**config.mk**
```make
export PLATFORM = sky130hd
export DESIGN_NAME = bit_serial_alu_ctrl_flat
export DESIGN_NICKNAME = d
export VERILOG_FILES = /design/src/rtl/bit_serial_alu_ctrl_if.sv /design/src/rtl/bit_serial_alu_ctrl.sv /design/src/flat_wrapper.sv
export SDC_FILE = /design/constraint.sdc
export NUM_CORES = 1
export LEC_CHECK = 0
export BUFFER_PORTS_ARGS = -buffer_cell sky130_fd_sc_hd__buf_2
export CAP_MARGIN = 20
export CORE_MARGIN = 1
export CORE_UTILIZATION = 55
export DETAILED_ROUTE_END_ITERATION = 10
export PLACE_DENSITY = 0.79
export SLEW_MARGIN = 25
export SYNTH_ARGS = -nofsm -noshare
export SYNTH_HDL_FRONTEND = slang
export SYNTH_SLANG_ARGS = --single-unit
```
**constraint.sdc**
```tcl
create_clock -name clk -period 12.4 [get_ports clk]
set_input_delay 2.48 -clock clk [delete_from_list [all_inputs] [get_ports clk]]
set_output_delay 2.48 -clock clk [all_outputs]
set_load 0.05 [all_outputs]
```
**src/rtl/bit_serial_alu_ctrl_if.sv**
```systemverilog
// Request/response bundle between the issuing stage and the bit-serial ALU sequencer.
interface bit_serial_alu_ctrl_if #(
  parameter int unsigned WIDTH = 64
);
  logic             start;
  logic [2:0]       op;
  logic [WIDTH-1:0] a;
  logic [WIDTH-1:0] b;
  logic             busy;
  logic             done;
  logic             err;
  logic [WIDTH-1:0] result;
  logic             flag_n;
  logic             flag_z;
  logic             flag_c;
  logic             flag_v;

  modport master (
    output start, op, a, b,
    input  busy, done, err, result, flag_n, flag_z, flag_c, flag_v
  );

  modport slave (
    input  start, op, a, b,
    output busy, done, err, result, flag_n, flag_z, flag_c, flag_v
  );
endinterface

```
**src/rtl/bit_serial_alu_ctrl.sv**
```systemverilog
// Sequencer for a 1-bit adder/logic slice: streams operand bits LSB first through the
// slice, keeps the ripple carry locally and assembles the result plus NZCV flags.
module bit_serial_alu_ctrl #(
  parameter int unsigned WIDTH = 64
) (
  input  logic                 clk,
  input  logic                 reset,
  bit_serial_alu_ctrl_if.slave bus,
  output logic                 slice_A,
  output logic                 slice_B,
  output logic                 slice_Cin,
  output logic                 slice_Cout_sel,
  output logic [1:0]           slice_sum_sel,
  input  logic                 slice_sum,
  input  logic                 slice_Cout
);

  localparam int unsigned CntW = $clog2(WIDTH);

  localparam logic [2:0] OpAnd   = 3'b000;
  localparam logic [2:0] OpOr    = 3'b001;
  localparam logic [2:0] OpPassB = 3'b010;
  localparam logic [2:0] OpAdd   = 3'b011;
  localparam logic [2:0] OpSub   = 3'b100;

  typedef enum logic [1:0] {StIdle, StRun, StDone} state_e;

  state_e            state_q, state_d;
  logic [WIDTH-1:0]  a_sh_q, a_sh_d;
  logic [WIDTH-1:0]  b_sh_q, b_sh_d;
  logic [WIDTH-1:0]  res_sh_q, res_sh_d;
  logic [WIDTH-1:0]  result_q, result_d;
  logic [2:0]        op_q, op_d;
  logic [CntW-1:0]   cnt_q, cnt_d;
  logic              carry_q, carry_d;
  logic              flag_n_q, flag_n_d;
  logic              flag_z_q, flag_z_d;
  logic              flag_c_q, flag_c_d;
  logic              flag_v_q, flag_v_d;

  logic              is_arith, is_sub, is_illegal, last_bit;
  logic [WIDTH-1:0]  res_next;

  assign is_sub     = (op_q == OpSub);
  assign is_arith   = (op_q == OpAdd) || is_sub;
  assign is_illegal = (op_q > OpSub);
  assign last_bit   = (cnt_q == CntW'(WIDTH - 1));
  assign res_next   = {slice_sum, res_sh_q[WIDTH-1:1]};

  // State and datapath registers; reset returns everything to idle with cleared outputs.
  always_ff @(posedge clk or posedge reset) begin
    if (reset) begin
      state_q  <= StIdle;
      a_sh_q   <= '0;
      b_sh_q   <= '0;
      res_sh_q <= '0;
      result_q <= '0;
      op_q     <= '0;
      cnt_q    <= '0;
      carry_q  <= 1'b0;
      flag_n_q <= 1'b0;
      flag_z_q <= 1'b0;
      flag_c_q <= 1'b0;
      flag_v_q <= 1'b0;
    end else begin
      state_q  <= state_d;
      a_sh_q   <= a_sh_d;
      b_sh_q   <= b_sh_d;
      res_sh_q <= res_sh_d;
      result_q <= result_d;
      op_q     <= op_d;
      cnt_q    <= cnt_d;
      carry_q  <= carry_d;
      flag_n_q <= flag_n_d;
      flag_z_q <= flag_z_d;
      flag_c_q <= flag_c_d;
      flag_v_q <= flag_v_d;
    end
  end

  // Next-state: accept in idle, shift one bit per run cycle, commit result on the last bit.
  always_comb begin
    state_d  = state_q;
    a_sh_d   = a_sh_q;
    b_sh_d   = b_sh_q;
    res_sh_d = res_sh_q;
    result_d = result_q;
    op_d     = op_q;
    cnt_d    = cnt_q;
    carry_d  = carry_q;
    flag_n_d = flag_n_q;
    flag_z_d = flag_z_q;
    flag_c_d = flag_c_q;
    flag_v_d = flag_v_q;
    unique case (state_q)
      StIdle: begin
        if (bus.start) begin
          state_d = StRun;
          a_sh_d  = bus.a;
          b_sh_d  = bus.b;
          op_d    = bus.op;
          cnt_d   = '0;
          // Subtraction is a + ~b + 1; the +1 enters as the initial carry.
          carry_d = (bus.op == OpSub);
        end
      end
      StRun: begin
        a_sh_d   = a_sh_q >> 1;
        b_sh_d   = b_sh_q >> 1;
        res_sh_d = res_next;
        carry_d  = is_arith & slice_Cout;
        if (last_bit) begin
          state_d = StDone;
          if (is_illegal) begin
            result_d = '0;
            flag_n_d = 1'b0;
            flag_z_d = 1'b0;
            flag_c_d = 1'b0;
            flag_v_d = 1'b0;
          end else begin
            result_d = res_next;
            flag_n_d = res_next[WIDTH-1];
            flag_z_d = (res_next == '0);
            flag_c_d = is_arith & slice_Cout;
            // Overflow: carry into the MSB differs from carry out of it.
            flag_v_d = is_arith & (carry_q ^ slice_Cout);
          end
        end else begin
          cnt_d = cnt_q + CntW'(1);
        end
      end
      StDone: state_d = StIdle;
      default: state_d = StIdle;
    endcase
  end

  // Slice drive: only meaningful while running, held at zero otherwise.
  always_comb begin
    slice_A        = 1'b0;
    slice_B        = 1'b0;
    slice_Cin      = 1'b0;
    slice_Cout_sel = 1'b0;
    slice_sum_sel  = 2'b00;
    if (state_q == StRun) begin
      slice_A        = a_sh_q[0];
      slice_B        = b_sh_q[0] ^ is_sub;
      slice_Cin      = carry_q;
      slice_Cout_sel = is_arith;
      case (op_q)
        OpAdd, OpSub: slice_sum_sel = 2'b11;
        OpPassB:      slice_sum_sel = 2'b10;
        OpOr:         slice_sum_sel = 2'b01;
        default:      slice_sum_sel = 2'b00;
      endcase
    end
  end

  // Status and held result/flags to the bus.
  always_comb begin
    bus.busy   = (state_q == StRun);
    bus.done   = (state_q == StDone);
    bus.err    = (state_q == StDone) && is_illegal;
    bus.result = result_q;
    bus.flag_n = flag_n_q;
    bus.flag_z = flag_z_q;
    bus.flag_c = flag_c_q;
    bus.flag_v = flag_v_q;
  end

endmodule
```
**src/flat_wrapper.sv**
```systemverilog
// flat-port wrapper written by rule: the top's interface ports become plain ports
module bit_serial_alu_ctrl_flat 
#(
  parameter int unsigned WIDTH = 64
)
  (clk, reset, slice_A, slice_B, slice_Cin, slice_Cout_sel, slice_sum_sel, slice_sum, slice_Cout, bus_start, bus_op, bus_a, bus_b, bus_busy, bus_done, bus_err, bus_result, bus_flag_n, bus_flag_z, bus_flag_c, bus_flag_v);
  bit_serial_alu_ctrl_if #(.WIDTH(WIDTH)) bus_i ();
  input  logic clk;
  input  logic reset;
  output logic slice_A;
  output logic slice_B;
  output logic slice_Cin;
  output logic slice_Cout_sel;
  output logic [1:0] slice_sum_sel;
  input  logic slice_sum;
  input  logic slice_Cout;
  input wire logic [$bits(bus_i.start)-1:0] bus_start;
  input wire logic [$bits(bus_i.op)-1:0] bus_op;
  input wire logic [$bits(bus_i.a)-1:0] bus_a;
  input wire logic [$bits(bus_i.b)-1:0] bus_b;
  output wire logic [$bits(bus_i.busy)-1:0] bus_busy;
  output wire logic [$bits(bus_i.done)-1:0] bus_done;
  output wire logic [$bits(bus_i.err)-1:0] bus_err;
  output wire logic [$bits(bus_i.result)-1:0] bus_result;
  output wire logic [$bits(bus_i.flag_n)-1:0] bus_flag_n;
  output wire logic [$bits(bus_i.flag_z)-1:0] bus_flag_z;
  output wire logic [$bits(bus_i.flag_c)-1:0] bus_flag_c;
  output wire logic [$bits(bus_i.flag_v)-1:0] bus_flag_v;
  assign bus_i.start = bus_start;
  assign bus_i.op = bus_op;
  assign bus_i.a = bus_a;
  assign bus_i.b = bus_b;
  assign bus_busy = bus_i.busy;
  assign bus_done = bus_i.done;
  assign bus_err = bus_i.err;
  assign bus_result = bus_i.result;
  assign bus_flag_n = bus_i.flag_n;
  assign bus_flag_z = bus_i.flag_z;
  assign bus_flag_c = bus_i.flag_c;
  assign bus_flag_v = bus_i.flag_v;
  bit_serial_alu_ctrl #(.WIDTH(WIDTH)) u_core (.clk(clk), .reset(reset), .bus(bus_i), .slice_A(slice_A), .slice_B(slice_B), .slice_Cin(slice_Cin), .slice_Cout_sel(slice_Cout_sel), .slice_sum_sel(slice_sum_sel), .slice_sum(slice_sum), .slice_Cout(slice_Cout));
endmodule
```
Yosys cells after proc, flatten, opt, wreduce, memory -nomap -nowiden
Cells that the tools add are included.
{ "op_classes": {"n_eq_ne": 11, "muxes": 23, "magnitude_cmp": 1, "addsub": 1, "reduce_logical": 11, "bitwise": 4} }
{ "op_table": {"columns": ["cell", "n"], "rows": [
  ["$pmux W64 S2", 2],
  ["$mux W64", 3],
  ["$logic_not A64 Y1", 1],
  ["$mux W6", 2],
  ["$pmux W6 S2", 1],
  ["$mux W1", 9],
  ["$reduce_and A2 Y1", 4],
  ["$add A6 B1 Y6 const B", 1],
  ["$eq A3 B2 Y1 const B", 2],
  ["$eq A3 B3 Y1 const B", 2],
  ["$eq A6 B6 Y1 const B", 1],
  ["$mux W2", 3],
  ["$pmux W2 S3", 1],
  ["$ne A2 B2 Y1 const B", 2],
  ["$pmux W2 S2", 1],
  ["$eq A3 B1 Y1 const B", 1],
  ["$gt A3 B3 Y1 const B", 1],
  ["$reduce_and A3 Y1", 1],
  ["$and A1 B1 Y1", 2],
  ["$eq A2 B1 Y1 const B", 1],
  ["$eq A2 B2 Y1 const B", 1],
  ["$logic_not A2 Y1", 1],
  ["$ne A2 B1 Y1 const B", 1],
  ["$pmux W1 S2", 1],
  ["5 further kinds", 6]
]} }
{ "totals": {"word_cells": 63, "reg_bits": 272, "input_bits": 136} }

Longest topological paths before layout
Gate-level depths: netlist of run 1.
{ "logic_depth": {"word_depth": 4, "mapped_depth": 8, "depth_no_buf": 6} }

Least setup slack after synthesis of run 1
OpenSTA, ideal clock, no wires.
{ "synth_path": {"path_kind": "register to output", "from": "register u_core.state_q[1]", "to": "output bus_err", "path_stages_with_launch": 3, "required_ns": 9.920, "t_arrival_ns": 1.961, "slack_ns": 7.959, "cell_sequence": "dfrtp_1 nor2b_1 nor2b_1"} }
{ "synth_between": {"elab_chain_len": 2} }
{ "synth_rtl": {"columns": ["item", "line", "text"], "rows": [
  ["from (decl)", "bit_serial_alu_ctrl.sv:28", "state_e state_q, state_d;"],
  ["from (signal assigned)", "bit_serial_alu_ctrl.sv:53", "state_q <= StIdle;"],
  ["from (signal assigned)", "bit_serial_alu_ctrl.sv:66", "state_q <= state_d;"],
  ["$eq A2 B2 Y1", null, null],
  ["named net bus_done", "flat_wrapper.sv:22", "output wire logic [$bits(bus_i.done)-1:0] bus_done;"],
  ["$logic_and A1 B1 Y1", "bit_serial_alu_ctrl.sv:162", "bus.err = (state_q == StDone) && is_illegal;"],
  ["to (decl)", "flat_wrapper.sv:23", "output wire logic [$bits(bus_i.err)-1:0] bus_err;"]
]} }
The timed path passes the listed nets, and every way through them passes these cells.

Worst setup path in the final report of run 1
{ "layout_path": {"from": "register u_core.state_q[1]", "to": "output slice_sum_sel[1]"} }
{ "layout_between": {"elab_chain_len": 2} }
{ "layout_rtl": {"columns": ["item", "line", "text"], "rows": [
  ["$eq A2 B1 Y1", "bit_serial_alu_ctrl.sv:144", "if (state_q == StRun) begin"],
  ["$mux W2", "bit_serial_alu_ctrl.sv:144", null],
  ["to (decl)", "flat_wrapper.sv:14", "output logic [1:0] slice_sum_sel;"]
]} }
Every way passes these cells.

==> results.json, run 1 <==
{
  "grt_first_pass_wirelength_um": 41240,
  "synth_top_family_by_area": "simple AND/OR/NAND/NOR gates",
  "status": "finished, final reports clean",
  "cts-resized-gates": 0,
  "crit_chain": "nand2b_4 > inv_6 > buf_4 > o211a_1 > buf_2",
  "synth_compound_area_share_pct": 13.33,
  "fin_tns_setup_ns": 0,
  "synth_nets": 1344,
  "drv_cap": 0,
  "synthXorXnorAreaFrac_pct": 0.1567,
  "r2r_start": "u_core.state_q[1]",
  "ir_drop_uv": 135.5,
  "critPathMaxStageDelay_ns": 0.80,
  "drt-pass1-iter-count": 5,
  "startpoint": "u_core.state_q[1]",
  "first_iter_violations": 762,
  "synth_area_um2": 11180,
  "die_y_um": 144.5,
  "finish.utilization_pct": 68.02,
  "areaGrowthSynthToFinish_pct": 20.01,
  "synth_seq_area_share_pct": 60.46,
  "max_freq_ghz": 0.1594,
  "end_kind": "output pin",
  "drv_slew": 0,
  "drc_errors": 0,
  "synth.avg_cell_area_um2": 9.259,
  "clkTransAtPathRegs_ns": 0.06,
  "ys_types": 38,
  "worstMarginPinSlew_ns": 0.9787,
  "drt_wl_total_um": 25740,
  "fin_skew_ns": 0.01103,
  "power.leakage_nw": 6.919,
  "h-tree-depth": 1,
  "track_usage_pct": 25.06,
  "finalCritPeriodShare_pct": 50.60,
  "setup_violations": 0,
  "rsz0062_at_grt": "no",
  "min_from": "u_core.bus.result[30]",
  "ys_ff_latch": 270,
  "clkLatencyLatePin_ns": 0.54,
  "layout.nets": 1507,
  "hold_class": "register to register",
  "post_cts_buffers": 0,
  "synthAdderAreaFrac_pct": 0.1120,
  "worst-setup-path-type": "register to output pin",
  "worst_hold_slack_ns": 0.4964,
  "synthSimpleGateAreaFrac_pct": 22.03,
  "required_ns": 9.92,
  "core.rowCount": 51,
  "grt-ovfl-total": 0,
  "min_period_ns": 6.275,
  "drive_gt1_share_pct": 20.33,
  "postRouteAntennaNets": 0,
  "finalHoldViolations": 0,
  "cts_buffer_depth": 3,
  "grt_max_degree": 131,
  "relSlewSlack_pct": 34.75,
  "vias_per_cell": 5.478,
  "critPathLaunchType": "register",
  "gp_congestion": 0.7777,
  "clock_sink_count": 270,
  "yosysWarningCount": 0,
  "antenna_found_initial": 4,
  "die_x_um": 144.5,
  "cts_hold_buf": 0,
  "placedCellCount": 1605,
  "cp.arrival_ns": 3.79,
  "port-buffer-count": 212,
  "cts_tree": "yes",
  "drt-wirelength-per-cell_um": 15.51,
  "ios": 213,
  "clockRootBuffer": "clkbuf_16",
  "crit_path_max_fanout": 113,
  "syn_inst": 1207,
  "slowest_stage": "buf_4",
  "synth.area.mux_share_pct": 0.4030,
  "start_util_pct": 56.68,
  "num-fill-cells": 1553,
  "core_um2": 19720,
  "dieArea_um2": 20890,
  "cts_buffers": 28,
  "grt_pass1_vias": 8171,
  "dp_hpwl_um": 16250,
  "p_per_area_nw_per_um2": 259.8,
  "num_vias": 9094,
  "stdcell_count": 1660
}
layout make-up:
cell class	count	area (µm²)	area share, %
clock inverter	13	244.0	1.819
inverter	4	27.53	0.2052
clock buffer	39	843.3	6.288
tap	265	331.6	2.472
timing repair buffer	221	1156	8.620
antenna	3	7.507	0.05598
sequential	270	6756	50.38
multi-input combinational	845	4045	30.16
through the flow:
step                      setup WS, ns  cell area, µm²  power (mW)
after floorplan                  2.481           11180       2.250
after detailed placement         6.728           12310       2.535
after CTS                        6.159           13400       3.506
after global routing             5.891           13410       3.698
final                            6.125           13410       3.484
after global placement           6.755           12280       2.474
per-layer routing:
layer,wire length (µm),track usage [%],vias up,part of all wire [%]
li1,-,-,4394,-
met1,11530,36.40,4310,45
met2,11680,38.06,342,45
met3,1931,4.967,46,7.5
met4,590,7.590,2,2.3
met5,8,0,-,0.031
cell families (layout without fill, tap and decap cells):
group / after synthesis / count (layout)
AOI/OAI and AO/OA: 212 / 212
xor gates and xnor gates: 2 / 2
muxes: 4 / 4
buffers and inverters: 92 / 277
DFF: 270 / 270
other: 0 / 3
and+or+nand+nor: 626 / 626
adders and majority gates: 1 / 1
worst paths after layout:
kind                                               to  cells past startpoint  slack [ns]
worst max-delay path                 slice_sum_sel[1]                      5        6.13
worst min-delay path            u_core.bus.result[30]                      1        0.50
worst max register to register  u_core.bus.result[57]                      6        8.42
worst min register to register  u_core.bus.result[30]                      1        0.50
max in group asynchronous           u_core.a_sh_q[39]                      4        8.22
min in group asynchronous        u_core.bus.result[6]                      2        2.09
where the power goes:
| group | switching, mW | internal, mW |
|---|---|---|
| registers | 0.251 | 1.23 |
| logic | 0.688 | 0.355 |
| clock network | 0.343 | 0.619 |
registers in the layout (all words and copies together), names as in the netlist, 2 cells and up:
register and count:
u_core.a_sh_q 64, u_core.b_sh_q 64, u_core.bus.result 64, u_core.res_sh_q 63
u_core.cnt_q 6, u_core.op_q 3, u_core.state_q 2
placed cells by master (no fill, tap or decap), drive strengths merged, types with 7 or more instances in the layout:
| cell | n |
|---|---|
| nor4 | 16 |
| a22o | 64 |
| nand2 | 447 |
| bufinv | 7 |
| o21ai | 7 |
| clkbuf | 39 |
| a21oi | 7 |
| dfrtp | 270 |
| buf | 221 |
| a31oi | 126 |
| nor2 | 134 |
Yosys cell counts:
library cell	number	area share [%]
a41oi_1	1	0.078
nor2b_1	6	0.34
inv_2	1	0.034
mux2_1	1	0.10
a32o_1	2	0.18
and3_1	1	0.056
buf_1	4	0.13
nor2_1	134	4.5
nand3b_1	1	0.067
a21oi_1	7	0.31
nand2_1	447	15
a221oi_1	1	0.078
dfrtp_1	270	60
nor4_1	16	0.90
and2_1	2	0.11
nand3_1	4	0.18
nand2b_1	2	0.11
buf_4	1	0.067
ha_1	1	0.11
buf_2	16	0.72
nand4_1	6	0.34
or3b_2	1	0.078
or2_2	1	0.056
xor2_1	2	0.16
a31oi_1	126	7.1
o311ai_0	1	0.078
or4_1	2	0.13
nor3_1	1	0.045
mux2_2	3	0.30
buf_6	3	0.30
or3_1	2	0.11
o21ai_0	7	0.31
inv_1	3	0.10
a22o_1	64	5.0
o21a_1	1	0.067
o211ai_1	1	0.067
o211a_1	1	0.090
clkbuf_1	64	2.1
worst max-delay path: cells and delay by family, from the launching register on:
family	cells	cell delay, ns
buffers and inverters	3	1.81
and+or+nand+nor	1	0.55
DFF	1	0.45
AOI/OAI and AO/OA	1	0.25
(Power assumes the default switching activity.)
==> run 2, diff against run 1 <==
--- a/config.mk
+++ b/config.mk
@@ -5,12 +5,13 @@
 export SDC_FILE = /design/constraint.sdc
 export NUM_CORES = 1
 export LEC_CHECK = 0
+export ABC_AREA = 1
 export BUFFER_PORTS_ARGS = -buffer_cell sky130_fd_sc_hd__buf_2
 export CAP_MARGIN = 20
 export CORE_MARGIN = 1
-export CORE_UTILIZATION = 55
+export CORE_UTILIZATION = 50
 export DETAILED_ROUTE_END_ITERATION = 10
-export PLACE_DENSITY = 0.79
+export PLACE_DENSITY = 0.76
 export SLEW_MARGIN = 25
 export SYNTH_ARGS = -nofsm -noshare
 export SYNTH_HDL_FRONTEND = slang
==> constraint.sdc (replaced) <==
create_clock -name clk -period 5.3 [get_ports clk]
set_input_delay 1.06 -clock clk [delete_from_list [all_inputs] [get_ports clk]]
set_output_delay 1.06 -clock clk [all_outputs]
set_load 0.05 [all_outputs]
==> results.json, run 2 <==
{
  "die_x_um": 155.3,
  "clockRootBuffer": "clkbuf_16",
  "fin_skew_ns": 0.01210,
  "slowest_stage": "inv_8",
  "placed_cell_area_um2": 12840,
  "p_per_area_nw_per_um2": 550.3,
  "layout.nets": 1625,
  "drt_wl_total_um": 25740,
  "grt_pass1_vias": 8870,
  "crit_path_max_fanout": 158,
  "r2r_start": "u_core.state_q[0]",
  "grt-ovfl-total": 0,
  "internal_power_mw": 4.849,
  "cts_buffers": 29,
  "synth_area_um2": 11760,
  "combPwrFrac_pct": 33.3,
  "ys_dominant_reg_cell": "dfrtp_1",
  "track_usage_pct": 21.64,
  "synth_nets": 1456,
  "switchingPower_mw": 2.747,
  "drive_gt1_share_pct": 21.27,
  "min_period_ns": 3.736,
  "crit_chain": "inv_2 > nand2_4 > inv_8 > nand2_1 > inv_1 > buf_2",
  "synth_commonest_cells": "o21ai_0, dfrtp_1, inv_1, nand2_1, o21ai_1",
  "seq_power_share_pct": 40.3,
  "cts_buffer_depth": 3,
  "placedCellCount": 1770,
  "gp_congestion": 0.8109,
  "drc_errors": 0,
  "final_cell_mix": "o21ai_0, dfrtp_1, buf_2, inv_1, nand2_1",
  "critPathLaunchType": "register",
  "cts_hold_buf": 0,
  "grt_max_degree": 159,
  "port-buffer-count": 212,
  "ys_types": 31,
  "startpoint": "u_core.state_q[1]",
  "critPathMaxStageDelay_ns": 0.74,
  "power.leakage_nw": 6.809,
  "clkTransAtPathRegs_ns": 0.06,
  "die_y_um": 155.3,
  "p_total_mw": 7.596,
  "dieArea_um2": 24130,
  "drv_slew": 0,
  "drt-pass1-iter-count": 5,
  "synth.avg_cell_area_um2": 8.913,
  "core.rowCount": 55,
  "cts_tree": "yes",
  "status": "finished, final reports clean",
  "end_kind": "output pin",
  "synthTopCellsByArea": "dfrtp_1, o21ai_0, inv_1",
  "drt-wirelength-per-cell_um": 14.11,
  "first_iter_violations": 626,
  "final_common_cell": "o21ai_0",
  "h-tree-depth": 1,
  "relSlewSlack_pct": 33.68,
  "finish.utilization_pct": 60.42,
  "worst_hold_slack_ns": 0.4787,
  "vias_per_cell": 5.117,
  "syn_inst": 1319,
  "yosys.area.top_type": "dfrtp_1",
  "cp.arrival_ns": 2.68,
  "switching_share_pct": 36.17,
  "ios": 213,
  "dp_slack_ns": 1.926,
  "reg2reg_slack_ns": 1.89,
  "crit_family": "buffers and inverters",
  "fin_tns_setup_ns": 0,
  "ir_drop_uv": 279.3,
  "clkLatencyLatePin_ns": 0.54,
  "worstMarginPinSlew_ns": 0.9948,
  "drv_cap": 0,
  "yosysWarningCount": 0,
  "async_flop_share_pct": 100.0,
  "num_vias": 9333,
  "finalCritPeriodShare_pct": 70.48,
  "rsz0062_at_grt": "no",
  "netlist.area_leader.share_pct": 57.47,
  "worst-setup-path-type": "register to output pin",
  "cts-resized-gates": 0,
  "setup_violations": 0,
  "design_area_um2": 13800,
  "setup_ws_ns": 1.564,
  "post_cts_buffers": 0,
  "synth_seq_area_share_pct": 57.47,
  "clock_sink_count": 270,
  "areaGrowthSynthToFinish_pct": 17.41,
  "postRouteAntennaNets": 0,
  "dp_hpwl_um": 16730,
  "core_um2": 22850,
  "min_from": "u_core.bus.result[25]",
  "ys_ff_latch": 270,
  "yosysMostFrequentCell": "o21ai_0",
  "cp_num_buf_inv": 4,
  "hold_class": "register to register",
  "grt_first_pass_wirelength_um": 43040,
  "finalHoldViolations": 0,
  "max_freq_ghz": 0.2677,
  "start_util_pct": 51.46,
  "stdcell_count": 1824,
  "synth_edf_count": 0,
  "required_ns": 4.24,
  "antenna_found_initial": 5,
  "pwr-share-clk_pct": 26.3
}
-- run 2: cell count changes in the layout (fill, tap and decap cells not counted), moves of 5 or more --
cell and delta:
nor4_1 -15, a21oi_1 +82, inv_1 +201, clkbuf_1 +5, nand2_1 -285, a22o_1 -64, o21ai_1 +112, nand3_1 +11
a31oi_1 -124, nor2b_1 -6, o21ai_0 +269, a21oi_2 +41, nor2_1 -92
-- run 2: cells by family after synthesis --
logic type / share of synthesized area, %
AO/OA/AOI/OAI: 23.65
buffers and inverters: 10.59
flip-flops: 57.47
AND/OR/NAND/NOR: 8.110
XOR/XNOR: 0.07451
adder cells (fa/ha/maj): 0.1064
-- run 2: worst paths after layout --
path	to	cells after the start
worst max-delay path	slice_Cout_sel	6
worst min-delay path	u_core.bus.result[25]	2
worst max register to register	u_core.b_sh_q[51]	8
worst min register to register	u_core.bus.result[25]	2
max in group asynchronous	u_core.a_sh_q[19]	3
min in group asynchronous	u_core.bus.result[46]	2
-- run 2: per-layer routing --
| layer | GRT usage, % | routed length, µm |
|---|---|---|
| met1 | 29.54 | 11440 |
| met2 | 34.38 | 11740 |
| met3 | 5.989 | 1991 |
| met4 | 5.089 | 548 |
| met5 | 0 | 13 |
-- run 2: worst register-to-register path: cells and delay by family, from the launching register on --
kind	cells	cell delay, ns
simple gates	2	0.81
flops	1	0.43
buf+inv	3	1.68
compound gates	3	0.33
-- run 2: layout make-up --
type / count / area [µm²]
sequential: 270 / 6756
inverter: 208 / 794.5
multi-input combinational: 758 / 3762
antenna: 2 / 5.005
clock buffer: 40 / 807.0
fill: 1983 / 9044
clock inverter: 12 / 145.1
timing repair buffer: 221 / 1141
tap: 313 / 391.6
-- run 2: power groups by stage --
stage          Combinational, mW  Clock (mW)  Sequential [mW]
6_report                    2.53        2.00             3.06
5_1_grt                     2.93        2.13             3.14
4_1_cts                     2.55        2.04             3.06
3_5_place_dp                2.52           0             3.09
3_3_place_gp                2.42           0             3.07
2_1_floorplan               1.97           0             3.15
==> run 3, diff against run 2 <==
--- a/config.mk
+++ b/config.mk
@@ -9,9 +9,9 @@
 export BUFFER_PORTS_ARGS = -buffer_cell sky130_fd_sc_hd__buf_2
 export CAP_MARGIN = 20
 export CORE_MARGIN = 1
-export CORE_UTILIZATION = 50
+export CORE_UTILIZATION = 56
 export DETAILED_ROUTE_END_ITERATION = 10
-export PLACE_DENSITY = 0.76
+export PLACE_DENSITY = 0.8
 export SLEW_MARGIN = 25
 export SYNTH_ARGS = -nofsm -noshare
 export SYNTH_HDL_FRONTEND = slang
==> constraint.sdc (replaced) <==
create_clock -name clk -period 3.6 [get_ports clk]
set_input_delay 0.72 -clock clk [delete_from_list [all_inputs] [get_ports clk]]
set_output_delay 0.72 -clock clk [all_outputs]
set_load 0.05 [all_outputs]
==> results.json, run 3 (same netlist as run 2, synthesis figures left out) <==
{
  "status": "finished, final reports clean",
  "setup_ws_ns": 0.5357,
  "layout.nets": 1625,
  "die_x_um": 146.9,
  "first_iter_violations": 587,
  "required_ns": 2.88,
  "drive_gt1_share_pct": 21.47,
  "cts-resized-gates": 0,
  "drt-pass1-iter-count": 6,
  "hold_class": "primary input to asynchronous set/reset pin",
  "num_vias": 9416,
  "design_area_um2": 13830,
  "cts_hold_buf": 0,
  "min_period_ns": 3.064,
  "grt_first_pass_wirelength_um": 43210,
  "h-tree-depth": 1,
  "core_um2": 20430,
  "worst-setup-path-type": "register to output pin",
  "cp.arrival_ns": 2.34,
  "areaGrowthSynthToFinish_pct": 17.65,
  "placedCellCount": 1728,
  "drv_slew": 0,
  "vias_per_cell": 5.281,
  "track_usage_pct": 24.33,
  "drv_cap": 0,
  "finalCritPeriodShare_pct": 85.12,
  "clock_sink_count": 270,
  "power.leakage_nw": 6.834,
  "post_cts_buffers": 0,
  "placed_cell_area_um2": 12830,
  "worstMarginPinSlew_ns": 0.8136,
  "fin_tns_setup_ns": 0,
  "ios": 213,
  "clockRootBuffer": "clkbuf_16",
  "grt_max_degree": 163,
  "cts_tree": "yes",
  "cts_buffers": 28,
  "drc_errors": 0,
  "end_kind": "output pin",
  "ir_drop_uv": 500.4,
  "dp_hpwl_um": 15970,
  "dieArea_um2": 21580,
  "worst_hold_slack_ns": 0.3690,
  "critPathLaunchType": "register",
  "max_freq_ghz": 0.3263,
  "grt_pass1_vias": 9041,
  "dp_slack_ns": 0.6765,
  "rsz0062_at_grt": "no",
  "setup_violations": 0,
  "cts_buffer_depth": 3,
  "core.rowCount": 52,
  "grt-ovfl-total": 0,
  "p_per_area_nw_per_um2": 815.9,
  "drt-wirelength-per-cell_um": 14.31,
  "final_cell_mix": "o21ai_0, dfrtp_1, buf_2, inv_1, nand2_1",
  "postRouteAntennaNets": 0,
  "gp_congestion": 0.7835,
  "port-buffer-count": 212,
  "finalHoldViolations": 0,
  "stdcell_count": 1783,
  "die_y_um": 146.9,
  "start_util_pct": 57.55,
  "antenna_found_initial": 6,
  "drt_wl_total_um": 25520,
  "final_common_cell": "o21ai_0",
  "fin_skew_ns": 0.02203,
  "crit_path_max_fanout": 99,
  "relSlewSlack_pct": 45.76,
  "clkTransAtPathRegs_ns": 0.06,
  "clkLatencyLatePin_ns": 0.55
}
run 3: worst max-delay path: stages, from the launching register on:
cell	delay, ns
dfrtp_1	0.45
nand2_4	0.32
inv_8	0.54
nand2_1	0.13
inv_1	0.07
buf_2	0.27
run 3: power breakdown:
| group | switching (mW) | internal, mW | leakage (nW) |
|---|---|---|---|
| Clock | 1.19 | 1.83 | 0.476 |
| Sequential | 0.415 | 4.10 | 3.41 |
| Combinational | 2.47 | 1.28 | 2.95 |
run 3: area by class of cell:
| cell class | count | area (µm²) |
|---|---|---|
| well taps | 270 | 337.8 |
| clock inverters | 10 | 143.9 |
| fillers | 1639 | 6599 |
| multi-input cells | 758 | 3762 |
| diodes | 4 | 10.01 |
| flip-flops and latches | 270 | 6756 |
| inverters | 208 | 794.5 |
| repair buffers | 222 | 1186 |
| clock buffers | 41 | 839.6 |
run 3: path summary, 6_finish.rpt:
check / from / endpoint / slack [ns] / depth (start not counted)
hold reg to reg: u_core.bus.result[19] / u_core.bus.result[19] / 0.48 / 2
max in group asynchronous: reset / u_core.a_sh_q[6] / 2.54 / 3
setup reg to reg: u_core.state_q[0] / u_core.b_sh_q[45] / 1.04 / 6
setup / recovery: u_core.state_q[0] / slice_Cout_sel / 0.54 / 5
hold / removal: reset / u_core.bus.result[43] / 0.37 / 3
min in group clk: bus_b[63] / u_core.b_sh_q[63] / 0.38 / 3
run 3: metrics by stage:
step | utilization [%] | power, mW
2_1_floorplan | - | 7.531
3_3_place_gp | 62.80 | 8.088
3_5_place_dp | 62.80 | 8.275
4_1_cts | 67.61 | 11.36
5_1_grt | 67.68 | 12.15
6_report | 67.70 | 11.29
run 3: metal layers:
| metal | GRT usage, % | wire [µm] | up-vias |
|---|---|---|---|
| met1 | 33.39 | 11150 | 4464 |
| met3 | 5.466 | 1803 | 49 |
| met2 | 39.53 | 11980 | 269 |
| met4 | 6.031 | 542 | 6 |
| li1 | - | - | 4628 |
| met5 | 0 | 41 | - |
